**src/rtl/rv32_instr_realigner.sv**
```systemverilog
// Halfword-granular instruction buffer between fetch and decode: realigns 32-bit
// fetch words into one RVC parcel or one (possibly straddling) 32-bit instruction per cycle.
module rv32_instr_realigner #(
    parameter int          BUF_HALFWORDS = 4,
    parameter bit          ENABLE_C      = 1'b1,
    parameter logic [31:0] RESET_PC      = 32'h0000_0000
) (
    input  logic        clk,
    input  logic        resetn,
    input  logic        fetch_valid,
    output logic        fetch_ready,
    input  logic [31:0] fetch_data,
    output logic        out_valid,
    input  logic        out_ready,
    output logic [31:0] out_instr,
    output logic [31:0] out_pc,
    output logic        out_compressed,
    output logic        out_illegal,
    input  logic        flush,
    input  logic [31:0] flush_pc
);

    localparam int PW = $clog2(BUF_HALFWORDS);
    localparam int CW = PW + 1;
    localparam logic [CW-1:0] DEPTH = CW'(BUF_HALFWORDS);

    logic [15:0]   mem_q [BUF_HALFWORDS];
    logic [15:0]   mem_d [BUF_HALFWORDS];
    logic [PW-1:0] head_q, head_d, tail_q, tail_d;
    logic [CW-1:0] count_q, count_d;
    logic [31:0]   pc_q, pc_d;
    logic          skip_q, skip_d;

    logic [15:0]   h0_s, h1_s;
    logic          take16_s, avail_s, push_s, pop_s;
    logic [CW-1:0] free_s, push_n_s, pop_n_s;

    // Head decode, handshakes and output formatting from registered state.
    always_comb begin
        h0_s        = mem_q[head_q];
        h1_s        = mem_q[head_q + PW'(1)];
        take16_s    = ENABLE_C && (h0_s[1:0] != 2'b11);
        free_s      = DEPTH - count_q;
        fetch_ready = (free_s >= CW'(2));
        if (take16_s) begin
            avail_s = (count_q >= CW'(1));
            pop_n_s = CW'(1);
        end else begin
            avail_s = (count_q >= CW'(2));
            pop_n_s = CW'(2);
        end
        push_n_s  = skip_q ? CW'(1) : CW'(2);
        out_valid = avail_s && !flush;
        push_s    = fetch_valid && fetch_ready && !flush;
        pop_s     = out_valid && out_ready;
        out_pc    = pc_q;
        if (out_valid) begin
            out_instr      = take16_s ? {16'h0000, h0_s} : {h1_s, h0_s};
            out_compressed = take16_s;
            out_illegal    = !ENABLE_C && (h0_s[1:0] != 2'b11);
        end else begin
            out_instr      = 32'h0000_0000;
            out_compressed = 1'b0;
            out_illegal    = 1'b0;
        end
    end

    // Next-state: flush redirect has priority over push and pop.
    always_comb begin
        mem_d   = mem_q;
        head_d  = head_q;
        tail_d  = tail_q;
        count_d = count_q;
        pc_d    = pc_q;
        skip_d  = skip_q;
        if (flush) begin
            head_d  = PW'(0);
            tail_d  = PW'(0);
            count_d = CW'(0);
            if (ENABLE_C) begin
                pc_d   = {flush_pc[31:1], 1'b0};
                skip_d = flush_pc[1];
            end else begin
                pc_d   = {flush_pc[31:2], 2'b00};
                skip_d = 1'b0;
            end
        end else begin
            if (push_s) begin
                if (skip_q) begin
                    // Redirect landed on the upper parcel: drop the lower half once.
                    mem_d[tail_q] = fetch_data[31:16];
                    tail_d        = tail_q + PW'(1);
                    skip_d        = 1'b0;
                end else begin
                    mem_d[tail_q]          = fetch_data[15:0];
                    mem_d[tail_q + PW'(1)] = fetch_data[31:16];
                    tail_d                 = tail_q + PW'(2);
                end
            end else begin
                tail_d = tail_q;
            end
            if (pop_s) begin
                head_d = head_q + pop_n_s[PW-1:0];
                pc_d   = pc_q + (take16_s ? 32'd2 : 32'd4);
            end else begin
                head_d = head_q;
            end
            count_d = count_q + (push_s ? push_n_s : CW'(0)) - (pop_s ? pop_n_s : CW'(0));
        end
    end

    // State registers with synchronous active-low reset.
    always_ff @(posedge clk) begin
        if (!resetn) begin
            for (int i = 0; i < BUF_HALFWORDS; i++) begin
                mem_q[i] <= 16'h0000;
            end
            head_q  <= PW'(0);
            tail_q  <= PW'(0);
            count_q <= CW'(0);
            pc_q    <= RESET_PC;
            skip_q  <= ENABLE_C ? RESET_PC[1] : 1'b0;
        end else begin
            mem_q   <= mem_d;
            head_q  <= head_d;
            tail_q  <= tail_d;
            count_q <= count_d;
            pc_q    <= pc_d;
            skip_q  <= skip_d;
        end
    end

endmodule
```
**config.mk**
```make
export PLATFORM = sky130hd
export DESIGN_NAME = rv32_instr_realigner
export DESIGN_NICKNAME = d
export VERILOG_FILES = /design/src/rtl/rv32_instr_realigner.sv
export SDC_FILE = /design/constraint.sdc
export NUM_CORES = 1
export LEC_CHECK = 0
export ABC_CLOCK_PERIOD_IN_PS = 4100
export CAP_MARGIN = 20
export CELL_PAD_IN_SITES_DETAIL_PLACEMENT = 2
export CELL_PAD_IN_SITES_GLOBAL_PLACEMENT = 2
export CORE_ASPECT_RATIO = 0.75
export CORE_UTILIZATION = 32
export DETAILED_ROUTE_END_ITERATION = 7
export PLACE_DENSITY = 0.79
export SETUP_SLACK_MARGIN = 0.1
export SYNTH_ARGS = -nofsm -noshare
export SYNTH_HDL_FRONTEND = slang
export SYNTH_SLANG_ARGS = --single-unit
```
**constraint.sdc**
```tcl
create_clock -name clk -period 4.1 [get_ports clk]
set_clock_uncertainty 0.1 [all_clocks]
set_input_delay 0.41 -clock clk [delete_from_list [all_inputs] [get_ports clk]]
set_output_delay 0.41 -clock clk [all_outputs]
set_load 0.01 [all_outputs]
```
==> impl_metrics.ini <==
[grt]
grt_usage = 0.245
grt_pass1_wl_um = 42500
antenna_found_initial = 0
grt.busiest_layer = met2
overflow = 0
use_met3 = 0.0337
met1_usage = 0.321
met2_usage = 0.426
grt_pass1_vias = 7535
grt_max_degree = 132

[yosys]
synth_flop_cell = dfxtp_1
syn_area_um2 = 6980
synth_cell_types = 52
ys_top_cells_by_area = dfxtp_1 (30%), mux4_2 (10%), o211a_1 (6.9%), o211ai_1 (5.2%), nand3_1 (4.7%)
synth-async-reset-ratio = 0
synth-seq-area-share = 0.296
avgSynthCellArea_um2 = 8.93
synth_top_area_frac = 0.296
ys_ff_latch = 103
yosysMostFrequentCell = dfxtp_1
yosys.area.top_type = dfxtp_1
synth_edf_count = 0
ys.warnings.count = 0
syn_inst = 781
ys_top_cells_by_count = dfxtp_1 (103), clkbuf_1 (72), nand3_1 (65)

[route]
wirelength_um = 27000
routedWlPerCell_um = 23.2
drc_errors = 0
firstDrtPassIters = 5
num_vias = 6953
drt_iter0_drc = 360
vias_per_cell = 5.99
ant_nets = 0

[floorplan]
die-height_um = 130
coreArea_um2 = 21200
io_pins = 137
die_area_um2 = 22400
die_w_um = 172
rows = 46
initial_core_util = 0.328

[timing]
timing.fmax_mhz = 264
tightest_slew_ns = 1.09
fin_crit_ns = 3.79
tns_ns = 0
maxSlewHeadroom = 0.274
timing.hold.ws_ns = 0.421
setup_viol = 0
slew_violations = 0
finalWorstSetupSlack_ns = 0.314
rsz0062_at_grt = no
hold_viol_final = 0
period_share = 0.923

[finish]
post_route_cells_drive_above_1_share = 0.0975
antenna_cells = 0
area_growth_pct = 26.8
final_cells = 1160
fin_area_um2 = 8840
num-nets-final = 952

[clock_network]
root_buffer = clkbuf_16
clockBufferDepth = 2
h-tree-depth = 3
cts_tree = done
cts_made_buffers = 9
cts.clk_slew.worst_paths_ns = 0.07
cts_setup_buffers = 0
clock_sinks = 103
insertion_delay_ns = 0.35

[worst_setup_path]
end_kind = output pin
crit_type = reg2out
crit_fanout = 15
crit_required_ns = 3.59
cp.arrival_ns = 3.28
start_kind = flop

[place]
io_buffers = 133
place_congestion = 0.859
placed_area_um2 = 8530
numPlacedInstances = 1144
hpwl_um = 18700
dp_slack_ns = 0.557

[flow_run]
maxCapViolations = 0

[min_path]
hold_path.class = reg2reg

[pwr]
powerDensity_nw_per_um2 = 298
peakVddDrop_mv = 0.211
p_leak_nw = 3.29

[outcome]
status = completed
placed cells by master, fill, tap and decap left out, types with 8 or more instances in the layout:
cell / n
nor2b_1: 49
a22oi_1: 33
or3_1: 8
nand2_1: 31
nand3_1: 65
mux4_2: 32
clkdlybuf4s50_1: 132
a221oi_1: 16
nor2_1: 13
o211a_1: 48
mux2i_1: 18
inv_1: 17
a31oi_1: 12
clkbuf_16: 10
nand4_1: 9
and3_1: 8
dfxtp_1: 101
buf_4: 23
ha_1: 12
o211ai_1: 48
o21ai_0: 37
a21boi_0: 19
a21oi_1: 41
xnor2_1: 15
cell families (layout without fill, tap and decap cells):
group,count (synthesis),count (layout),share of synthesized area
AND/OR/NAND/NOR,211,211,0.164
AO/OA/AOI/OAI,284,284,0.301
XOR/XNOR,18,18,0.0226
other,1,2,0.000538
buffers and inverters,99,189,0.0567
adder cells (fa/ha/maj),15,15,0.0301
multiplexers,50,50,0.129
flip-flops,103,103,0.296
per-stage QoR:
step / power (W) / utilization
finish: 0.00263 / 0.416
global route: 0.00275 / 0.416
CTS: 0.00265 / 0.415
detailed placement: 0.00178 / 0.401
global placement: 0.00174 / 0.401
floorplan: 0.00149 / -
metal layers:
layer | up-vias | part of all wire
met5 | - | 0
met4 | 0 | 0.012
met3 | 23 | 0.034
met2 | 138 | 0.49
met1 | 3605 | 0.46
li1 | 3187 | -
sequential cells by signal (all words and copies together) (netlist names):
name / cells
tail_q: 2
count_q: 3
head_q: 2
mem_q: 64
out_pc: 31
skip_q: 1
worst paths after layout:
check / from / to / slack (ns) / cells past startpoint
max: head_q[1] / out_instr[10] / 0.31 / 8
min: out_pc[31] / out_pc[31] / 0.42 / 2
max reg2reg: head_q[1] / out_pc[26] / 0.50 / 9
min reg2reg: out_pc[31] / out_pc[31] / 0.42 / 2
layout make-up:
class,instances,area (um2)
repair buffers,157,1530
clock inverters,4,28.8
clock buffers,11,254
flip-flops and latches,103,2070
well taps,288,360
fillers,2287,12400
inverters,17,63.8
multi-input cells,580,4540
worst max-delay path, stage by stage, from the launching register on:
cell and delay [ns]:
dfxtp_2 0.40, mux4_2 0.62, nand2_1 0.25, inv_1 0.20
o31ai_2 0.31, a21o_1 0.24, buf_4 0.31, nor2b_1 0.10
clkdlybuf4s50_1 0.49
power by group:
| group | total [W] | internal (W) | switching, W | leakage (nW) |
|---|---|---|---|---|
| Clock | 0.000869 | 0.000448 | 0.000421 | 0.133 |
| Combinational | 0.000628 | 0.000299 | 0.000329 | 2.32 |
| Sequential | 0.00113 | 0.00106 | 0.0000705 | 0.844 |
| Total | 0.00263 | 0.00181 | 0.000820 | 3.29 |
timing repair:
item,4_1_cts,5_1_grt
endpoints found under the setup margin,0,15
hold buffers,0,0
gates resized for setup,0,1
Note: power is estimated with default switching activity, not from simulation.
